<file path="src/rtl/add_rr.sv">
// add_rr -- multi-flux tagged two-operand adder with round-robin arbitration.
//
// FLUX interleaved data fluxes share one signed adder. In each cycle the
// block pops one token from operand bank A and one from operand bank B for
// a single granted flux. It registers {flux tag, sum} in a one-deep output
// stage. The stage is pushed into the result FIFO bank one cycle later.
//
// Compile-time option:
//   ADD_RR_SAT_EN  defined   -> sum saturates to the signed DATA_WIDTH range
//                  undefined -> sum wraps (two's complement, low bits kept)
//
// Ports:
//   clk        in   single clock, all state on the rising edge
//   rst        in   asynchronous active-high reset
//   opA_empty  in   [FLUX]        per-flux empty of operand-A FIFO bank
//   opA_dout   in   [FLUX*WIDTH]  per-flux head token {tag, data}, flux i at i*WIDTH
//   opA_read   out  [FLUX]        per-flux pop strobe (one-hot or zero)
//   opB_*                         same as opA_*, for operand B
//   sum_full   in   [FLUX]        per-flux full of result FIFO bank
//   sum_write  out  1             push strobe for result bank (routed by tag)
//   sum_din    out  [WIDTH]       result token {tag, result}
module add_rr #(
  parameter  int FLUX       = 2,
  parameter  int DATA_WIDTH = 18,
  localparam int TAG_WIDTH  = $clog2(FLUX),
  localparam int WIDTH      = DATA_WIDTH + TAG_WIDTH
) (
  input  logic                    clk,
  input  logic                    rst,
  input  logic [FLUX-1:0]         opA_empty,
  input  logic [FLUX*WIDTH-1:0]   opA_dout,
  output logic [FLUX-1:0]         opA_read,
  input  logic [FLUX-1:0]         opB_empty,
  input  logic [FLUX*WIDTH-1:0]   opB_dout,
  output logic [FLUX-1:0]         opB_read,
  input  logic [FLUX-1:0]         sum_full,
  output logic                    sum_write,
  output logic [WIDTH-1:0]        sum_din
);

  localparam logic [TAG_WIDTH:0] FLUX_W = (TAG_WIDTH+1)'(FLUX);

  logic                  vld_q, vld_d;
  logic [TAG_WIDTH-1:0]  stg_tag_q, stg_tag_d;
  logic [DATA_WIDTH-1:0] stg_data_q, stg_data_d;
  logic [TAG_WIDTH-1:0]  rr_ptr_q, rr_ptr_d;

  logic [FLUX-1:0]       eligible;
  logic [DATA_WIDTH-1:0] a_data [FLUX];
  logic [DATA_WIDTH-1:0] b_data [FLUX];

  logic                  issue_ok;
  logic                  grant_vld;
  logic [TAG_WIDTH-1:0]  grant_idx;
  logic [TAG_WIDTH:0]    cand;
  logic [TAG_WIDTH:0]    ptr_nxt;
  logic [DATA_WIDTH-1:0] a_sel, b_sel;
  logic [DATA_WIDTH:0]   sum_ext;
  logic [DATA_WIDTH-1:0] result;

  // Incoming tag bits are deliberately ignored; the tag is regenerated from the grant.
  logic unused_dout;
  assign unused_dout = ^{opA_dout, opB_dout};

  // Per-flux eligibility, operand slicing and one-hot read strobes.
  for (genvar gi = 0; gi < FLUX; gi++) begin : g_flux
    assign eligible[gi] = ~opA_empty[gi] & ~opB_empty[gi] & ~sum_full[gi];
    assign a_data[gi]   = opA_dout[gi*WIDTH +: DATA_WIDTH];
    assign b_data[gi]   = opB_dout[gi*WIDTH +: DATA_WIDTH];
    assign opA_read[gi] = grant_vld && (grant_idx == TAG_WIDTH'(gi));
    assign opB_read[gi] = grant_vld && (grant_idx == TAG_WIDTH'(gi));
  end

  // Drain the stage whenever its own flux has room.
  assign sum_write = vld_q & ~sum_full[stg_tag_q];
  assign sum_din   = {stg_tag_q, stg_data_q};

  // A new token may enter when the stage is empty or empties this cycle.
  // Popping during reset would lose the operands, so reset blocks issue.
  assign issue_ok = ~rst & (~vld_q | sum_write);

  // Round-robin search starting at rr_ptr, wrapping modulo FLUX (also for
  // non-power-of-two FLUX, so tags >= FLUX are never produced).
  always_comb begin
    grant_vld = 1'b0;
    grant_idx = '0;
    cand      = '0;
    for (int k = 0; k < FLUX; k++) begin
      cand = {1'b0, rr_ptr_q} + (TAG_WIDTH+1)'(k);
      if (cand >= FLUX_W) begin
        cand = cand - FLUX_W;
      end
      if (issue_ok && !grant_vld && eligible[cand[TAG_WIDTH-1:0]]) begin
        grant_vld = 1'b1;
        grant_idx = cand[TAG_WIDTH-1:0];
      end
    end
  end

  // Shared adder: the sum is formed one bit wider so that overflow is visible.
  always_comb begin
    a_sel   = a_data[grant_idx];
    b_sel   = b_data[grant_idx];
    sum_ext = {a_sel[DATA_WIDTH-1], a_sel} + {b_sel[DATA_WIDTH-1], b_sel};
  end

`ifdef ADD_RR_SAT_EN
  // Overflow when the extra sign bit disagrees with the result sign bit.
  always_comb begin
    result = sum_ext[DATA_WIDTH-1:0];
    if (sum_ext[DATA_WIDTH] != sum_ext[DATA_WIDTH-1]) begin
      result = sum_ext[DATA_WIDTH] ? {1'b1, {(DATA_WIDTH-1){1'b0}}}
                                   : {1'b0, {(DATA_WIDTH-1){1'b1}}};
    end
  end
`else
  logic unused_sum_msb;
  assign unused_sum_msb = sum_ext[DATA_WIDTH];
  assign result         = sum_ext[DATA_WIDTH-1:0];
`endif

  // Stage and pointer next-state.
  always_comb begin
    vld_d      = vld_q;
    stg_tag_d  = stg_tag_q;
    stg_data_d = stg_data_q;
    rr_ptr_d   = rr_ptr_q;
    ptr_nxt    = {1'b0, grant_idx} + (TAG_WIDTH+1)'(1);
    if (ptr_nxt >= FLUX_W) begin
      ptr_nxt = '0;
    end
    if (grant_vld) begin
      vld_d      = 1'b1;
      stg_tag_d  = grant_idx;
      stg_data_d = result;
      rr_ptr_d   = ptr_nxt[TAG_WIDTH-1:0];
    end else if (sum_write) begin
      vld_d = 1'b0;
    end
  end

  always_ff @(posedge clk or posedge rst) begin
    if (rst) begin
      vld_q      <= 1'b0;
      stg_tag_q  <= '0;
      stg_data_q <= '0;
      rr_ptr_q   <= '0;
    end else begin
      vld_q      <= vld_d;
      stg_tag_q  <= stg_tag_d;
      stg_data_q <= stg_data_d;
      rr_ptr_q   <= rr_ptr_d;
    end
  end

endmodule

</file>
<file path="config.mk">
export PLATFORM = sky130hd
export DESIGN_NAME = add_rr
export DESIGN_NICKNAME = d
export VERILOG_FILES = /design/src/rtl/add_rr.sv
export SDC_FILE = /design/constraint.sdc
export NUM_CORES = 1
export LEC_CHECK = 0
export ABC_CLOCK_PERIOD_IN_PS = 3200
export BUFFER_PORTS_ARGS = -buffer_cell sky130_fd_sc_hd__buf_2
export CAP_MARGIN = 20
export CORE_ASPECT_RATIO = 2
export CORE_UTILIZATION = 30
export CTS_CLUSTER_DIAMETER = 200
export DETAILED_ROUTE_END_ITERATION = 16
export GPL_ROUTABILITY_DRIVEN = 1
export MAX_ROUTING_LAYER = met4
export PLACE_DENSITY_LB_ADDON = 0.08
export SLEW_MARGIN = 20
export SYNTH_ARGS = -nofsm -noshare
export SYNTH_HDL_FRONTEND = slang
export SYNTH_SLANG_ARGS = --single-unit
</file>
<file path="constraint.sdc">
create_clock -name clk -period 3.2 [get_ports clk]
set_clock_uncertainty 0.1 [all_clocks]
set_input_delay 0 -clock clk [delete_from_list [all_inputs] [get_ports clk]]
set_output_delay 0 -clock clk [all_outputs]
set_load 0.01 [all_outputs]
</file>
==> metrics.md <==
| Metric | Value |
|---|---|
| Status | `finished with violations` |
| Violated checks | `negative setup slack` |
| Placement Setup Slack | `-0.1566 ns` |
| Worst hold path type | `in -> reg` |
| Synthesized cell area | `around 0.0021 mm^2` |
| Detailed Route Iter0 Violations | `29` |
| Core area | `about 0.0067 mm^2` |
| Max-Cap Viols | `0` |
| Mean Syn Cell Area | `~7 um^2` |
| Vias | `2467` |
| Yosys top cell area share | `25.21%` |
| Area leader, netlist | `dfrtp_1` |
| Top cell family by delay on the critical path | `compound AO/OA/AOI/OAI gates` |
| Die height | `approximately 120 um` |
| CTS Sinks | `21` |
| PwrDens | `around 400 mW/mm^2` |
| Initial core utilization | `a little under a third` |
| Final setup fails | `4` |
| Crit path DAT | `3.37 ns` |
| Clock transition at path regs | `about 0.06 ns` |
| Initial antenna violation count | `0` |
| Crit end category | `register` |
| CP bufs+invs | `1` |
| Largest net degree at the start of global routing | `45` |
| Sequential area share after synthesis | `roughly a quarter` |
| Fmax achieved | `approximately 300 MHz` |
| Setup WS post-layout | `-0.09641 ns` |
| Routed wl met2 | `4335 um` |
| Top cells by area, synth | `dfrtp_1 (25%), nand2_1 (21%), ha_1 (10%), o21ai_1 (3.8%), xor2_1 (3.8%)` |
| Fin crit share | `103.0%` |
| P_leak | `about 1.8 nW` |
| Slew Viols, Final | `0` |
| Peak supply drop | `179.1 uV` |
| Final ANT Viol Nets | `0` |
| Tot GR Track Use | `about a fifth` |
| Post-route DRC | `0` |
| # rows | `42` |
| RSZ-0062 raised after global routing | `yes` |
| DR WL met3 | `152 um` |
| CP Cell Sequence | `mux2_4, a21oi_4, nand3_4, mux2i_2, inv_1, ha_1, a211o_1, a211oi_2, o21ai_2, o311a_1, o21a_1, o31ai_2` |
| Clk_lat worst skew | `around 0.26 ns` |
| Area growth, synth to finish | `55.40%` |
| Wire length per cell | `roughly 13 um` |
| Layout cell share with drive strength beyond 1 | `a little over two fifths` |
| CP startpoint | `stg_tag_q` |
| EDFF count, synth | `0` |
| Slowest stage cell, crit path | `dfrtp_1` |
| Relative slew slack | `a little under a third` |
| Ys async rst share | `between 90% and 100%` |
| Hold path start | `opA_dout[19]` |
| Die ar. | `0.007306 mm^2` |
| Layout Nets | `around 530` |
| Top Metal Used | `met4` |
| Post-synth top cells | `nand2_1 (118), dfrtp_1 (21), ha_1 (17)` |
| M1 wire length | `approximately 2300 um` |
| Fill count | `728` |
| Least-Margin Pin Slew | `between 1 and 1.5 ns` |
| Mapped Nets | `around 400` |
| WS Path Type | `reg -> reg` |
| Mapped Cells | `between 200 and 300` |
| Max Root-Sink Buffers | `2` |
| DR vias/cell | `between 4 and 5` |
| Worst endpoint required time | `~3.3 ns` |
| Top FF cell, synth | `dfrtp_1` |
| Drt first pass iters | `4` |
| Slowest stage delay, CP | `between 0.3 and 0.4 ns` |
| IO buf count | `103` |
| Htree depth | `1` |
| CP startpoint kind | `register` |
| Tmin final | `around 3.3 ns` |
| Diodes inserted | `0` |
| CTS buffer count | `3` |
| Final WL | `~7000 um` |
| Top-count cell post-synth | `nand2_1` |
| Vias in the first global route | `2481` |
| CTS root buf | `clkbuf_16` |
| Worst Path Max Fanout | `7` |
| GPL Wtd Cong | `0.8241` |
| Post-route setup TNS | `-0.1830 ns` |
| HPWL after DPL | `5794 um` |
| Global route overflow | `0` |
| Ys Warns | `0` |
| Endpoints failing hold | `0` |
| CTS tree | `yes` |
| Reg2reg start | `stg_tag_q` |
| FF+latch count, synth | `21` |
| IO Count | `~110` |
| Die Width | `60.94 um` |
| First-pass GRT wire length | `around 11000 um` |
| Synth unique cells | `46` |
## through the flow
| step | util, % | total power, mW | area [um^2] | hold slack, ns | std cells |
|---|---|---|---|---|---|
| final | 48.54 | 1.332 | 3239 | 0.09418 | 518 |
| after floorplan | - | 0.7454 | 2133 | -0.1235 | 290 |
| after CTS | 48.46 | 1.344 | 3234 | 0.1018 | 518 |
| after global placement | 44.92 | 1.024 | 2998 | 0.1586 | 507 |
| after detailed placement | 44.92 | 1.031 | 2998 | 0.1446 | 507 |
| after global routing | 48.54 | 1.429 | 3239 | 0.1323 | 518 |
## cell families after synthesis
| family | Yosys count | share of synthesized area [%] |
|---|---|---|
| and+or+nand+nor | 151 | 30.61 |
| AOI/OAI and AO/OA | 60 | 19.81 |
| DFF | 21 | 25.21 |
| buffers and inverters | 20 | 4.381 |
| adders and majority gates | 18 | 11.16 |
| xor gates and xnor gates | 15 | 6.303 |
| muxes | 5 | 2.521 |
## placed cells by master (no fill, tap or decap), types with 2 or more instances in the layout
| cell type | instances |
|---|---|
| a211oi_2 | 2 |
| nand2_1 | 113 |
| o211a_1 | 2 |
| ha_4 | 2 |
| and3_1 | 3 |
| buf_6 | 3 |
| o21a_1 | 4 |
| o21ai_1 | 14 |
| a31oi_1 | 4 |
| buf_4 | 40 |
| dfrtp_1 | 21 |
| o21ai_2 | 2 |
| nor3b_1 | 2 |
| a211oi_1 | 2 |
| ha_1 | 14 |
| nor2_1 | 7 |
| a211o_1 | 2 |
| nor3_1 | 4 |
| o211ai_1 | 4 |
| xnor2_1 | 6 |
| a21oi_1 | 6 |
| nand3_1 | 4 |
| inv_1 | 5 |
| nand2b_1 | 2 |
| buf_2 | 103 |
| mux2i_2 | 2 |
| xor2_1 | 9 |
| a21o_1 | 7 |
| clkbuf_16 | 3 |
| nand2_2 | 5 |
## registers in the layout (all words and copies together) (netlist names)
signal and cells:
rr_ptr_q 1, stg_data_q 18, vld_q 1, stg_tag_q 1
## power breakdown
part / total (mW) / switching [mW] / leakage, nW / internal (mW)
Clock: 0.277 / 0.107 / 0.0371 / 0.169
Combinational: 0.657 / 0.333 / 1.51 / 0.324
Sequential: 0.398 / 0.0491 / 0.260 / 0.349
Total: 1.33 / 0.489 / 1.81 / 0.842
## layer usage
layer	GRT usage, %	vias up
met5	-	-
met4	7.528	0
met3	1.509	12
met2	41.28	59
met1	18.82	1124
li1	-	1272
## worst min-delay path, delay by kind of cell
family	cells	cell delay [ns]
fa+ha+maj	1	0.13
mux	1	0.11
simple gates	2	0.10
buf+inv	1	0.08
## final timing paths
check / to / slack [ns] / cells past startpoint
setup / recovery: stg_data_q[15] / -0.1 / 12
hold / removal: stg_data_q[0] / 0.09 / 5
max in group asynchronous: stg_data_q[7] / 2.08 / 3
hold reg to reg: stg_data_q[4] / 0.38 / 2
setup reg to reg: stg_data_q[15] / -0.1 / 12
min in group asynchronous: stg_data_q[14] / 0.39 / 3
## final cells by class
cell class,count,area [um^2],share of cell area (%)
multi-input cells,249,1598,49.32
flip-flops and latches,21,525.5,16.22
inverters,7,28.78,0.8884
repair buffers,149,894.6,27.62
well taps,88,110.1,3.399
clock inverters,1,7.507,0.2317
clock buffers,3,75.07,2.317
## what timing repair did
item,in CTS,in global routing
pin swaps,24,1
setup buffers,7,0
endpoints found under the hold margin,21,0
cloned,0,0
resized for setup,23,1
hold buffers,1,0
setup endpoints to repair,6,10
No activity file was read; power rests on OpenSTA's default activity.
